**config.mk**
```make
export PLATFORM = sky130hd
export DESIGN_NAME = sparc_exu_thr_regctl_flat
export DESIGN_NICKNAME = d
export VERILOG_FILES = /design/src/rtl/sparc_exu_thr_regctl_if.sv /design/src/rtl/sparc_exu_thr_regctl.sv /design/src/flat_wrapper.sv
export SDC_FILE = /design/constraint.sdc
export NUM_CORES = 1
export LEC_CHECK = 0
export BUFFER_PORTS_ARGS = -buffer_cell sky130_fd_sc_hd__buf_2
export CELL_PAD_IN_SITES_DETAIL_PLACEMENT = 1
export CELL_PAD_IN_SITES_GLOBAL_PLACEMENT = 1
export CORE_ASPECT_RATIO = 0.7
export CORE_MARGIN = 2
export CORE_UTILIZATION = 36
export CTS_CLUSTER_DIAMETER = 30
export DETAILED_ROUTE_END_ITERATION = 7
export GPL_TIMING_DRIVEN = 0
export PLACE_DENSITY = 0.87
export SYNTH_ARGS = -nofsm -noshare
export SYNTH_HDL_FRONTEND = slang
export SYNTH_SLANG_ARGS = --single-unit
```
**constraint.sdc**
```tcl
create_clock -name clk -period 2.3 [get_ports clk]
set_input_delay 0.46 -clock clk [delete_from_list [all_inputs] [get_ports clk]]
set_output_delay 0.46 -clock clk [all_outputs]
set_load 0.05 [all_outputs]
```
**src/rtl/sparc_exu_thr_regctl_if.sv**
```systemverilog
// Bus between the EXU pipeline / aux writer and sparc_exu_thr_regctl.
// aux_req is a level request held until aux_ack; aux_ack pulses on the cycle the aux write sits at W.
// A request still high on the aux_ack cycle is the old one and is ignored; high on the next cycle it is new.
interface sparc_exu_thr_regctl_if #(
   parameter int SIZE = 3
);
   logic [3:0]      thr_rdy;
   logic            stall;
   logic            wen_e;
   logic            kill_e;
   logic            kill_m;
   logic [SIZE-1:0] data_m;
   logic            aux_req;
   logic [1:0]      aux_thr;
   logic [SIZE-1:0] aux_data;
   logic [3:0]      thr_out;
   logic [3:0]      thr_w;
   logic            wen_w;
   logic [SIZE-1:0] data_in_w;
   logic            aux_ack;
   logic            issue_blk;

   modport master (
      output thr_rdy, stall, wen_e, kill_e, kill_m, data_m, aux_req, aux_thr, aux_data,
      input  thr_out, thr_w, wen_w, data_in_w, aux_ack, issue_blk
   );

   modport slave (
      input  thr_rdy, stall, wen_e, kill_e, kill_m, data_m, aux_req, aux_thr, aux_data,
      output thr_out, thr_w, wen_w, data_in_w, aux_ack, issue_blk
   );
endinterface

```
**src/rtl/sparc_exu_thr_regctl.sv**
```systemverilog
// Round-robin thread picker with E/M/W write tracking for the EXU per-thread register bank.
// Aux write merge and starvation throttle are built only when EXU_REGCTL_AUX_EN is defined.
module sparc_exu_thr_regctl #(
   parameter int SIZE     = 3,
   parameter int AUX_WAIT = 4
) (
   input logic                   clk,
   input logic                   reset,
   input logic                   se,
   sparc_exu_thr_regctl_if.slave bus
);

   logic [1:0]      last;
   logic [1:0]      idx;
   logic [1:0]      pick;
   logic            any_rdy;
   logic [3:0]      thr_s;
   logic            vld_s;
   logic [3:0]      thr_e;
   logic            vld_e;
   logic [3:0]      thr_m;
   logic            wr_m;
   logic            m_wr_ok;
   logic            aux_go;
   logic [3:0]      aux_dec;
   logic [SIZE-1:0] aux_wdata;
   logic            blk;
   logic [3:0]      thr_w_q;
   logic            wen_w_q;
   logic [SIZE-1:0] data_w_q;
   logic            ack_q;
   logic            unused_ok;

   // Scan from the lowest-priority slot (last itself) down to last+1, so last+1 wins.
   always_comb begin
      idx     = '0;
      pick    = last;
      any_rdy = 1'b0;
      for (int i = 4; i >= 1; i--) begin
         idx = last + 2'(i);
         if (bus.thr_rdy[idx]) begin
            pick    = idx;
            any_rdy = 1'b1;
         end
      end
   end

   assign thr_s = any_rdy ? (4'b0001 << pick) : 4'b0000;
   assign vld_s = any_rdy & ~blk;

   always_ff @(posedge clk) begin
      if (reset) begin
         last  <= 2'd3;
         thr_e <= '0;
         vld_e <= 1'b0;
         thr_m <= '0;
         wr_m  <= 1'b0;
      end else begin
         if (!bus.stall) begin
            thr_e <= thr_s;
            vld_e <= vld_s;
            if (vld_s) last <= pick;
         end
         thr_m <= thr_e;
         wr_m  <= vld_e & bus.wen_e & ~bus.kill_e & ~bus.stall;
      end
   end

   assign m_wr_ok = wr_m & ~bus.kill_m;

`ifdef EXU_REGCTL_AUX_EN
   localparam int            CW      = $clog2(AUX_WAIT + 1);
   localparam logic [CW-1:0] CNT_MAX = CW'(AUX_WAIT);

   logic [CW-1:0] aux_cnt;

   // The request seen on the ack cycle is the one just served, so it cannot win the slot again.
   assign aux_go    = bus.aux_req & ~ack_q & ~m_wr_ok;
   assign aux_dec   = 4'b0001 << bus.aux_thr;
   assign aux_wdata = bus.aux_data;
   assign blk       = (aux_cnt == CNT_MAX);

   always_ff @(posedge clk) begin
      if (reset || !bus.aux_req || ack_q)
         aux_cnt <= '0;
      else if (!aux_go && aux_cnt != CNT_MAX)
         aux_cnt <= aux_cnt + 1'b1;
   end

   assign bus.aux_ack   = ack_q;
   assign bus.issue_blk = blk;
   assign unused_ok     = se;
`else
   assign aux_go        = 1'b0;
   assign aux_dec       = 4'b0000;
   assign aux_wdata     = '0;
   assign blk           = 1'b0;
   assign bus.aux_ack   = 1'b0;
   assign bus.issue_blk = 1'b0;
   assign unused_ok     = ^{se, ack_q, bus.aux_req, bus.aux_thr, bus.aux_data};
`endif

   // Instruction writes always own the W slot; aux only fills slots the pipe leaves empty.
   always_ff @(posedge clk) begin
      if (reset) begin
         thr_w_q  <= '0;
         wen_w_q  <= 1'b0;
         data_w_q <= '0;
         ack_q    <= 1'b0;
      end else if (m_wr_ok) begin
         thr_w_q  <= thr_m;
         wen_w_q  <= 1'b1;
         data_w_q <= bus.data_m;
         ack_q    <= 1'b0;
      end else if (aux_go) begin
         thr_w_q  <= aux_dec;
         wen_w_q  <= 1'b1;
         data_w_q <= aux_wdata;
         ack_q    <= 1'b1;
      end else begin
         thr_w_q  <= '0;
         wen_w_q  <= 1'b0;
         ack_q    <= 1'b0;
      end
   end

   assign bus.thr_out   = vld_e ? thr_e : 4'b0000;
   assign bus.thr_w     = thr_w_q;
   assign bus.wen_w     = wen_w_q;
   assign bus.data_in_w = data_w_q;

endmodule

```
**src/flat_wrapper.sv**
```systemverilog
// flat-port wrapper written by rule: the top's interface ports become plain ports
module sparc_exu_thr_regctl_flat 
#(
   parameter int SIZE     = 3,
   parameter int AUX_WAIT = 4
)
  (clk, reset, se, bus_thr_rdy, bus_stall, bus_wen_e, bus_kill_e, bus_kill_m, bus_data_m, bus_aux_req, bus_aux_thr, bus_aux_data, bus_thr_out, bus_thr_w, bus_wen_w, bus_data_in_w, bus_aux_ack, bus_issue_blk);
  sparc_exu_thr_regctl_if #(.SIZE(SIZE)) bus_i ();
  input logic clk;
  input logic reset;
  input logic se;
  input wire logic [$bits(bus_i.thr_rdy)-1:0] bus_thr_rdy;
  input wire logic [$bits(bus_i.stall)-1:0] bus_stall;
  input wire logic [$bits(bus_i.wen_e)-1:0] bus_wen_e;
  input wire logic [$bits(bus_i.kill_e)-1:0] bus_kill_e;
  input wire logic [$bits(bus_i.kill_m)-1:0] bus_kill_m;
  input wire logic [$bits(bus_i.data_m)-1:0] bus_data_m;
  input wire logic [$bits(bus_i.aux_req)-1:0] bus_aux_req;
  input wire logic [$bits(bus_i.aux_thr)-1:0] bus_aux_thr;
  input wire logic [$bits(bus_i.aux_data)-1:0] bus_aux_data;
  output wire logic [$bits(bus_i.thr_out)-1:0] bus_thr_out;
  output wire logic [$bits(bus_i.thr_w)-1:0] bus_thr_w;
  output wire logic [$bits(bus_i.wen_w)-1:0] bus_wen_w;
  output wire logic [$bits(bus_i.data_in_w)-1:0] bus_data_in_w;
  output wire logic [$bits(bus_i.aux_ack)-1:0] bus_aux_ack;
  output wire logic [$bits(bus_i.issue_blk)-1:0] bus_issue_blk;
  assign bus_i.thr_rdy = bus_thr_rdy;
  assign bus_i.stall = bus_stall;
  assign bus_i.wen_e = bus_wen_e;
  assign bus_i.kill_e = bus_kill_e;
  assign bus_i.kill_m = bus_kill_m;
  assign bus_i.data_m = bus_data_m;
  assign bus_i.aux_req = bus_aux_req;
  assign bus_i.aux_thr = bus_aux_thr;
  assign bus_i.aux_data = bus_aux_data;
  assign bus_thr_out = bus_i.thr_out;
  assign bus_thr_w = bus_i.thr_w;
  assign bus_wen_w = bus_i.wen_w;
  assign bus_data_in_w = bus_i.data_in_w;
  assign bus_aux_ack = bus_i.aux_ack;
  assign bus_issue_blk = bus_i.issue_blk;
  sparc_exu_thr_regctl #(.SIZE(SIZE), .AUX_WAIT(AUX_WAIT)) u_core (.clk(clk), .reset(reset), .se(se), .bus(bus_i));
endmodule
```
==> results by group, run 1 <==
Status
  • Outcome: completed

Pwr
  • Power density cells: ~720 mW/mm2
  • VDD IR max: 398 uV
  • Total power: 0.740 mW
  • P_leak: approximately 0.46 nW

Cells and area
  • Synth-to-Final Area Change: 25.9%
  • Area of the multi-input gates: just under 400 um2
  • Final #Nets: 131
  • Most common cell after layout, fill and taps aside: buf_2
  • Antenna cell count: 0
  • Final Cell Area: between 0.001 and 0.0015 mm2
  • FILL cells: 264
  • Final cell count without fillers: roughly 140
  • Layout cell share with drive strength beyond 1: between 30% and 40%
  • Most frequent cells in the layout: buf_2, dfxtp_1, and2_1
  • Sequential cell area: between 400 and 500 um2
  • Util after Layout: a little under half

Logic synthesis
  • Main synth FF type: dfxtp_1
  • Mapped Area: between 800 and 900 um2
  • Ys async rst share: 0%
  • Mean post-synth cell area: 9.95 um2
  • Sequential share of the synthesized area: 49.1%
  • Yosys cell types: 28
  • Synthesis Warnings: 0
  • Syn Inst Count: 82
  • Register bit count reported by yosys: 20
  • Post-synth EDFFs: 0

STA
  • Final Slew Violations: 0
  • Final number of setup-violating endpoints: 0
  • Setup tns final: 0 ns
  • Final min period: approximately 1.6 ns
  • RSZ-0062 raised after global routing: no
  • Clock skew: 0.00681 ns
  • Hold slack: slightly above 0.4 ns
  • Final Hold Viols: 0
  • Final worst slack: 0.687 ns
  • Final worst path period share: between 70% and 80%
  • F_max: slightly above 600 MHz

Worst hold path
  • Min-delay worst type: input port to register
  • Hold path cells: 3
  • Hold path start: bus_wen_e
  • Min-Delay Endpoint: u_core.wr_m

Place
  • Detailed Place HPWL: ~1400 um
  • IO Port Bufs: 23
  • Routability cong.: 0.720
  • Placed cell count: between 100 and 150
  • Dpl cell area: a little under 0.001 mm2
  • DP Worst Slack: just under 0.7 ns

Floorplanning
  • # rows: 14
  • Die width: 60.9 um
  • Initial Util: 37.9%
  • Die ar.: roughly 0.0027 mm2
  • Boundary pin count: 34
  • Die height: ~44 um
  • Core area: between 0.002 and 0.0025 mm2

Clocking
  • Cts repair resizes: 0
  • CTS root buffer: clkbuf_4
  • CTS Hold Bufs: 0
  • CTS tree: done
  • Clk Latency, worst-skew pair: approximately 0.3 ns
  • Postcts setup bufs: 0
  • CTS clk-pin slew, worst paths: about 0.1 ns
  • H-tree depth: 1
  • Sink Count: 20
  • CTS buffer count: 3
  • Clock Path Buffers: 2

Routing
  • Routed WL per cell: around 12 um
  • Antenna-violating nets left: 0
  • Pre-antenna DRT Iters: 2
  • Number of vias per cell: 4.62
  • DRC viols: 0
  • Detailed Route WL: ~1700 um
  • DR vias: between 600 and 700
  • Starting DRT DRC Count: 5

Worst setup path
  • Worst reg2reg path depth: 5
  • Worst setup SP type: register
  • Worst EP required: ~1.8 ns
  • Crit Reg-Reg Startpoint: u_core.last[1]
  • Worst-path fanout max: 6
  • FF-to-FF setup slack: about 0.95 ns
  • Setup Crit Path Kind: register to output port
  • Worst R2R End: u_core.last[1]
  • WP data arrival: approximately 1.2 ns
  • Crit. End Element: output port

Global route
  • Total track usage: between 10% and 20%
  • Initial antenna violation count: 0
  • Total grt overflow: 0
  • Vias in the first global route: 586
  • Largest net degree at the start of global routing: 13
  • Global-route wire length before repair: between 2000 and 3000 um

Flow run
  • Max-capacitance violation count: 0
## worst max-delay path, stage by stage (launching register included)
cell     delay [ns]
dfxtp_1        0.43
and2_1         0.17
buf_2          0.26
## worst max-delay path by stage
| stage | startpoint | end | slack, ns |
|---|---|---|---|
| floorplan | bus_thr_rdy[1] | u_core.last[1] | 0.94 |
| global placement | bus_thr_rdy[1] | u_core.last[1] | 0.72 |
| detailed placement | bus_thr_rdy[1] | u_core.last[1] | 0.70 |
| CTS | u_core.vld_e | bus_thr_out[3] | 0.68 |
| global route | u_core.vld_e | bus_thr_out[1] | 0.63 |
| finish | u_core.vld_e | bus_thr_out[3] | 0.69 |
## flip-flops by register name, indices dropped and copies added, names as in the netlist
| signal | flops |
|---|---|
| u_core.bus.data_in_w | 3 |
| u_core.bus.thr_w | 4 |
| u_core.bus.wen_w | 1 |
| u_core.last | 2 |
| u_core.thr_e | 4 |
| u_core.thr_m | 4 |
| u_core.vld_e | 1 |
| u_core.wr_m | 1 |
## cell type report
class | instances | area share [%]
repair buffers | 23 | 11.2
multi-input cells | 58 | 37.5
plain buffers | 5 | 3.29
well taps | 32 | 3.90
flip-flops and latches | 20 | 39.0
clock buffers | 3 | 2.19
clock inverters | 1 | 2.92
## routing by layer
metal,vias to the layer above,routed length [um],GRT usage [%]
met5,-,0,0
li1,330,-,-
met1,303,723,16.5
met2,21,846,22.2
met3,2,126,6.27
met4,0,14,2.61
## power by group
part	leakage [nW]	switching, mW	total, mW	internal [mW]
Combinational	0.267	0.0529	0.0930	0.0401
Sequential	0.163	0.00716	0.365	0.358
Clock	0.0279	0.106	0.282	0.176
Total	0.457	0.166	0.740	0.575
## cells by family (layout without fill, tap and decap cells)
logic type / Yosys count / count (layout) / share of synthesized area (%)
flops: 20 / 20 / 49.1
mux: 4 / 4 / 4.91
simple gates: 42 / 42 / 31.6
other cells: 1 / 2 / 0.460
compound gates: 10 / 10 / 9.82
buf+inv: 5 / 32 / 4.14
## cell usage after synthesis, drive strengths merged, types with 2 or more instances
master | number | area, um2
a21oi | 3 | 15.0
o31ai | 2 | 28.8
nor3 | 2 | 10.0
a21o | 2 | 15.0
nand2b | 3 | 18.8
clkbuf | 2 | 7.51
and2 | 8 | 50.1
o22ai | 2 | 12.5
and3b | 2 | 17.5
buf | 3 | 26.3
or2 | 2 | 12.5
nor2b | 7 | 43.8
nand2 | 6 | 22.5
nor2 | 5 | 21.3
dfxtp | 20 | 400
mux2i | 4 | 40.0
No activity file was read; power rests on OpenSTA's default activity.
==> inputs of run 2 (changes only) <==
--- a/config.mk
+++ b/config.mk
@@ -10,11 +10,11 @@
 export CELL_PAD_IN_SITES_GLOBAL_PLACEMENT = 1
 export CORE_ASPECT_RATIO = 0.7
 export CORE_MARGIN = 2
-export CORE_UTILIZATION = 36
+export CORE_UTILIZATION = 33
 export CTS_CLUSTER_DIAMETER = 30
 export DETAILED_ROUTE_END_ITERATION = 7
 export GPL_TIMING_DRIVEN = 0
-export PLACE_DENSITY = 0.87
+export PLACE_DENSITY = 0.81
 export SYNTH_ARGS = -nofsm -noshare
 export SYNTH_HDL_FRONTEND = slang
 export SYNTH_SLANG_ARGS = --single-unit
==> constraint.sdc (replaced) <==
create_clock -name clk -period 1.6 [get_ports clk]
set_input_delay 0.32 -clock clk [delete_from_list [all_inputs] [get_ports clk]]
set_output_delay 0.32 -clock clk [all_outputs]
set_load 0.05 [all_outputs]
==> run 2 against run 1 <==
- hold slack lost 0.16 ns
- die area grew 8.4%
- flip-flop and latch count did not move
- highest routed layer unchanged
- register-to-register slack got worse by 0.71 ns
- setup slack got worse by 0.58 ns
==> results by group, run 2 (synthesized netlist as in run 1, its figures left out) <==
Status
  • Outcome: completed

Place
  • Placed cell count: 140
  • Routability cong.: 0.703
  • Detailed Place HPWL: about 1300 um
  • IO Port Bufs: 23

Clocking
  • CTS root buffer: clkbuf_4
  • H-tree depth: 1
  • Clk Latency, worst-skew pair: about 0.30 ns
  • CTS buffer count: 3
  • Clock Path Buffers: 2
  • Sink Count: 20
  • CTS Hold Bufs: 0
  • CTS clk-pin slew, worst paths: approximately 0.11 ns
  • CTS tree: done
  • Cts repair resizes: 0
  • Postcts setup bufs: 0

Pwr
  • Total power: about 1.1 mW
  • Sequential Power Share: 49.0%
  • P_leak: 0.457 nW
  • Power density cells: between 1000 and 1500 mW/mm2
  • VDD IR max: just under 900 uV
  • Switching power share of the total: 22.9%
  • Clk network pwr share: between 30% and 40%
  • Psw: roughly 0.24 mW
  • Int Pwr: between 0.8 and 0.9 mW
  • Comb power frac: between 10% and 20%

Flow run
  • Max-capacitance violation count: 0

Routing
  • Pre-antenna DRT Iters: 2
  • Routed WL per cell: approximately 12 um
  • DRC viols: 0
  • Number of vias per cell: ~4.5
  • Detailed Route WL: between 1500 and 2000 um
  • Antenna-violating nets left: 0
  • DR vias: about 650
  • Starting DRT DRC Count: 16

STA
  • Final Slew Violations: 0
  • Clock skew: between 0.005 and 0.006 ns
  • Final worst path period share: 93.3%
  • Final Hold Viols: 0
  • Final number of setup-violating endpoints: 0
  • Setup tns final: 0 ns
  • Final min period: 1.49 ns
  • F_max: ~670 MHz
  • RSZ-0062 raised after global routing: no
  • Hold slack: 0.253 ns

Cells and area
  • Most frequent cells in the layout: buf_2, dfxtp_1, and2_1
  • Antenna cell count: 0
  • Final #Nets: between 100 and 150
  • Synth-to-Final Area Change: 26.2%
  • Util after Layout: about 43%
  • Most common cell after layout, fill and taps aside: buf_2
  • Final cell count without fillers: 144
  • Layout cell share with drive strength beyond 1: 32.7%

Worst setup path
  • Crit Reg-Reg Startpoint: u_core.last[1]
  • Max stage delay on crit path: about 0.44 ns
  • Worst R2R End: u_core.last[1]
  • Worst setup SP type: register
  • Critical Path, Cell by Cell: and2_1 -> buf_2
  • Setup Crit Path Kind: register to output port
  • Buffers and inverters on the worst path: 1
  • FF-to-FF setup slack: 0.24 ns
  • Crit. End Element: output port
  • Crit-path leading delay family: flip-flops
  • WP data arrival: between 1 and 1.5 ns
  • Worst EP required: ~1.3 ns
  • Worst reg2reg path depth: 5
  • Worst-path fanout max: 6
  • Worst path slowest cell: dfxtp_1

Floorplanning
  • Initial Util: roughly a third
  • Core area: 0.00240 mm2
  • Boundary pin count: 34
  • Die height: 45.6 um
  • Die ar.: 0.00289 mm2
  • # rows: 15
  • Die width: 63.4 um

Worst hold path
  • Min-delay worst type: input port to register
  • Hold path cells: 3
  • Min-Delay Endpoint: u_core.bus.data_in_w[1]
  • Hold path start: bus_data_m[1]

Global route
  • Total grt overflow: 0
  • Total track usage: between 10% and 20%
  • Vias in the first global route: approximately 580
  • Global-route wire length before repair: around 2600 um
  • Largest net degree at the start of global routing: 13
  • Initial antenna violation count: 0
==> run 2: per-layer routing <==
| metal | part of all wire (%) | GRT usage, % | vias to the layer above |
|---|---|---|---|
| li1 | - | - | 332 |
| met1 | 43 | 12.3 | 296 |
| met2 | 51 | 23.6 | 15 |
| met3 | 5.2 | 6.44 | 2 |
| met4 | 0.70 | 5.22 | 0 |
| met5 | 0 | 0 | - |
==> run 2: power groups by stage <==
stage / registers (mW) / clock network [mW] / logic, mW
floorplan: 0.535 / 0 / 0.0961
global placement: 0.536 / 0 / 0.129
detailed placement: 0.537 / 0 / 0.135
CTS: 0.525 / 0.421 / 0.136
global route: 0.528 / 0.443 / 0.145
finish: 0.525 / 0.410 / 0.136
==> run 2: worst max path at each step <==
stage | cells after the start | startpoint | slack [ns] | end
2_1_floorplan | 5 | u_core.last[1] | 0.31 | u_core.last[1]
3_3_place_gp | 5 | bus_thr_rdy[1] | 0.15 | u_core.last[1]
3_5_place_dp | 5 | bus_thr_rdy[1] | 0.13 | u_core.last[1]
4_1_cts | 2 | u_core.vld_e | 0.09 | bus_thr_out[0]
5_1_grt | 2 | u_core.vld_e | 0.04 | bus_thr_out[0]
6_report | 2 | u_core.vld_e | 0.11 | bus_thr_out[0]
==> run 2: area by class of cell <==
type                       count  area (um2)
fill                         308        1370
sequential                    20         400
multi-input combinational     58         385
timing repair buffer          23         115
tap                           34        42.5
buffer                         5        33.8
clock inverter                 1        30.0
clock buffer                   3        22.5
==> run 2: through the flow <==
step	worst slack [ns]	cell area (um2)
6_report	0.107	1030
3_3_place_gp	0.151	977
4_1_cts	0.0904	1030
2_1_floorplan	0.314	820
5_1_grt	0.0415	1030
3_5_place_dp	0.133	977
==> run 2: worst register-to-register path: stages (launching register included) <==
cell and delay [ns]:
dfxtp_1 0.32, buf_6 0.13, or3_4 0.39, o31ai_4 0.10, nor2_2 0.05, a211o_1 0.27
==> inputs of run 3 (changes only) <==
--- a/config.mk
+++ b/config.mk
@@ -14,7 +14,7 @@
 export CTS_CLUSTER_DIAMETER = 30
 export DETAILED_ROUTE_END_ITERATION = 7
 export GPL_TIMING_DRIVEN = 0
-export PLACE_DENSITY = 0.81
+export PLACE_DENSITY = 0.77
 export SYNTH_ARGS = -nofsm -noshare
 export SYNTH_HDL_FRONTEND = slang
 export SYNTH_SLANG_ARGS = --single-unit
==> run 3 against run 2 <==
- critical path depth is the same
- routed wire length decreased by 7.2%
- register-to-register slack better by 0.02 ns
- largest power group unchanged
- die area unchanged
- cell area unchanged
- utilization unchanged
- via count rose by 0.47%
- first-iteration DRC count down 6.3%
- clock power decreased by 2%
- hold slack improved by 0.0013 ns
- non-clock buffer count is the same
- flip-flop and latch count unchanged
==> results by group, run 3 (synthesized netlist as in run 1, its figures left out) <==
Routing
  • Pre-antenna DRT Iters: 2
  • Antenna-violating nets left: 0
  • Met3 wire len: between 80 and 90 um
  • Detailed Route WL: between 1500 and 2000 um
  • WL met2: between 700 and 800 um
  • Wl on met1: about 730 um
  • Number of vias per cell: between 4 and 5
  • Max Used Layer: met4
  • Starting DRT DRC Count: 15
  • DR vias: approximately 650
  • Routed WL per cell: approximately 11 um
  • DRC viols: 0

Worst setup path
  • Critical path origin: u_core.vld_e
  • FF-to-FF setup slack: about 0.26 ns
  • Worst reg2reg path depth: 5
  • Crit Reg-Reg Startpoint: u_core.last[1]
  • Worst setup SP type: register
  • Worst-path fanout max: 6
  • Crit. End Element: output port
  • Worst R2R End: u_core.last[1]
  • WP data arrival: 1.15 ns
  • Worst EP required: 1.28 ns
  • Setup Crit Path Kind: register to output port

Place
  • Dpl cell area: a little under 0.001 mm2
  • IO Port Bufs: 23
  • Placed cell count: 140
  • Routability cong.: around 0.70
  • Detailed Place HPWL: between 1000 and 1500 um

Floorplanning
  • Die height: 45.6 um
  • Die ar.: 0.00289 mm2
  • # rows: 15
  • Boundary pin count: 34
  • Core area: between 0.002 and 0.0025 mm2
  • Die width: between 60 and 70 um
  • Initial Util: 34.0%

STA
  • Setup tns final: 0 ns
  • Final Hold Viols: 0
  • RSZ-0062 raised after global routing: no
  • Final worst path period share: 91.8%
  • F_max: 681 MHz
  • Clock skew: approximately 0.0039 ns
  • Final Slew Violations: 0
  • Final number of setup-violating endpoints: 0
  • Final min period: around 1.5 ns

Cells and area
  • Final #Nets: approximately 130
  • Final cell count without fillers: 144
  • FILL cells: roughly 300
  • Synth-to-Final Area Change: 26.2%
  • Final Cell Area: 0.00103 mm2
  • Layout cell share with drive strength beyond 1: roughly a third
  • Antenna cell count: 0
  • Most common cell after layout, fill and taps aside: buf_2
  • Most frequent cells in the layout: buf_2, dfxtp_1, and2_1

Worst hold path
  • Hold path start: bus_data_m[2]
  • Hold path cells: 3
  • Min-delay worst type: input port to register
  • Min-Delay Endpoint: u_core.bus.data_in_w[2]

Clocking
  • Sink Count: 20
  • Postcts setup bufs: 0
  • CTS clk-pin slew, worst paths: roughly 0.10 ns
  • CTS Hold Bufs: 0
  • H-tree depth: 1
  • Clock Path Buffers: 2
  • CTS buffer count: 3
  • CTS tree: done
  • Cts repair resizes: 0
  • Clk Latency, worst-skew pair: 0.30 ns
  • CTS root buffer: clkbuf_4

Flow run
  • Max-capacitance violation count: 0

Global route
  • Global-route wire length before repair: between 2000 and 3000 um
  • Largest net degree at the start of global routing: 13
  • Initial antenna violation count: 0
  • Vias in the first global route: 651
  • Total track usage: between 10% and 20%
  • Total grt overflow: 0

Pwr
  • VDD IR max: roughly 860 uV
  • Power density cells: just over 1000 mW/mm2
  • P_leak: ~0.46 nW

Status
  • Outcome: completed
## run 3: cell counts in the layout (fill, tap and decap cells not counted)
No cell type changed its count.
## run 3: layer usage
metal,global-route usage [%],vias up
met4,3.91,0
met3,6.19,2
met1,13.3,299
met2,21.3,13
met5,0,-
li1,-,334
## run 3: critical path: stages, from the launching register on
cell and delay [ns]:
dfxtp_1 0.42, and2_1 0.17, buf_2 0.26
## run 3: through the flow
stage                     utilization [%]  hold WS [ns]  setup slack, ns  power [mW]
after floorplan                         -         0.392            0.314       0.631
after global placement               40.7         0.407            0.137       0.665
after detailed placement             40.7         0.417            0.156       0.669
after CTS                            42.9         0.248            0.101        1.08
after global routing                 42.9         0.241           0.0572        1.11
final                                42.9         0.255            0.132        1.06
## run 3: area by class of cell
type / count / area [um2] / area share [%]
Multi-Input combinational cell: 58 / 385 / 37.4
Buffer: 5 / 33.8 / 3.28
Timing Repair Buffer: 23 / 115 / 11.2
Tap cell: 34 / 42.5 / 4.13
Clock inverter: 1 / 30.0 / 2.92
Clock buffer: 3 / 22.5 / 2.19
Sequential cell: 20 / 400 / 38.9
## run 3: where the power goes
part           total [mW]  switching, mW  internal (mW)
combinational       0.132         0.0742         0.0576
clock               0.402          0.149          0.253
sequential          0.525         0.0102          0.515
total                1.06          0.233          0.826
## run 3: worst max path at each step
| stage | endpoint | slack, ns |
|---|---|---|
| after floorplan | u_core.last[1] | 0.31 |
| after global placement | u_core.last[1] | 0.14 |
| after detailed placement | u_core.last[1] | 0.16 |
| after CTS | bus_thr_out[2] | 0.10 |
| after global routing | bus_thr_out[2] | 0.06 |
| final | bus_thr_out[3] | 0.13 |
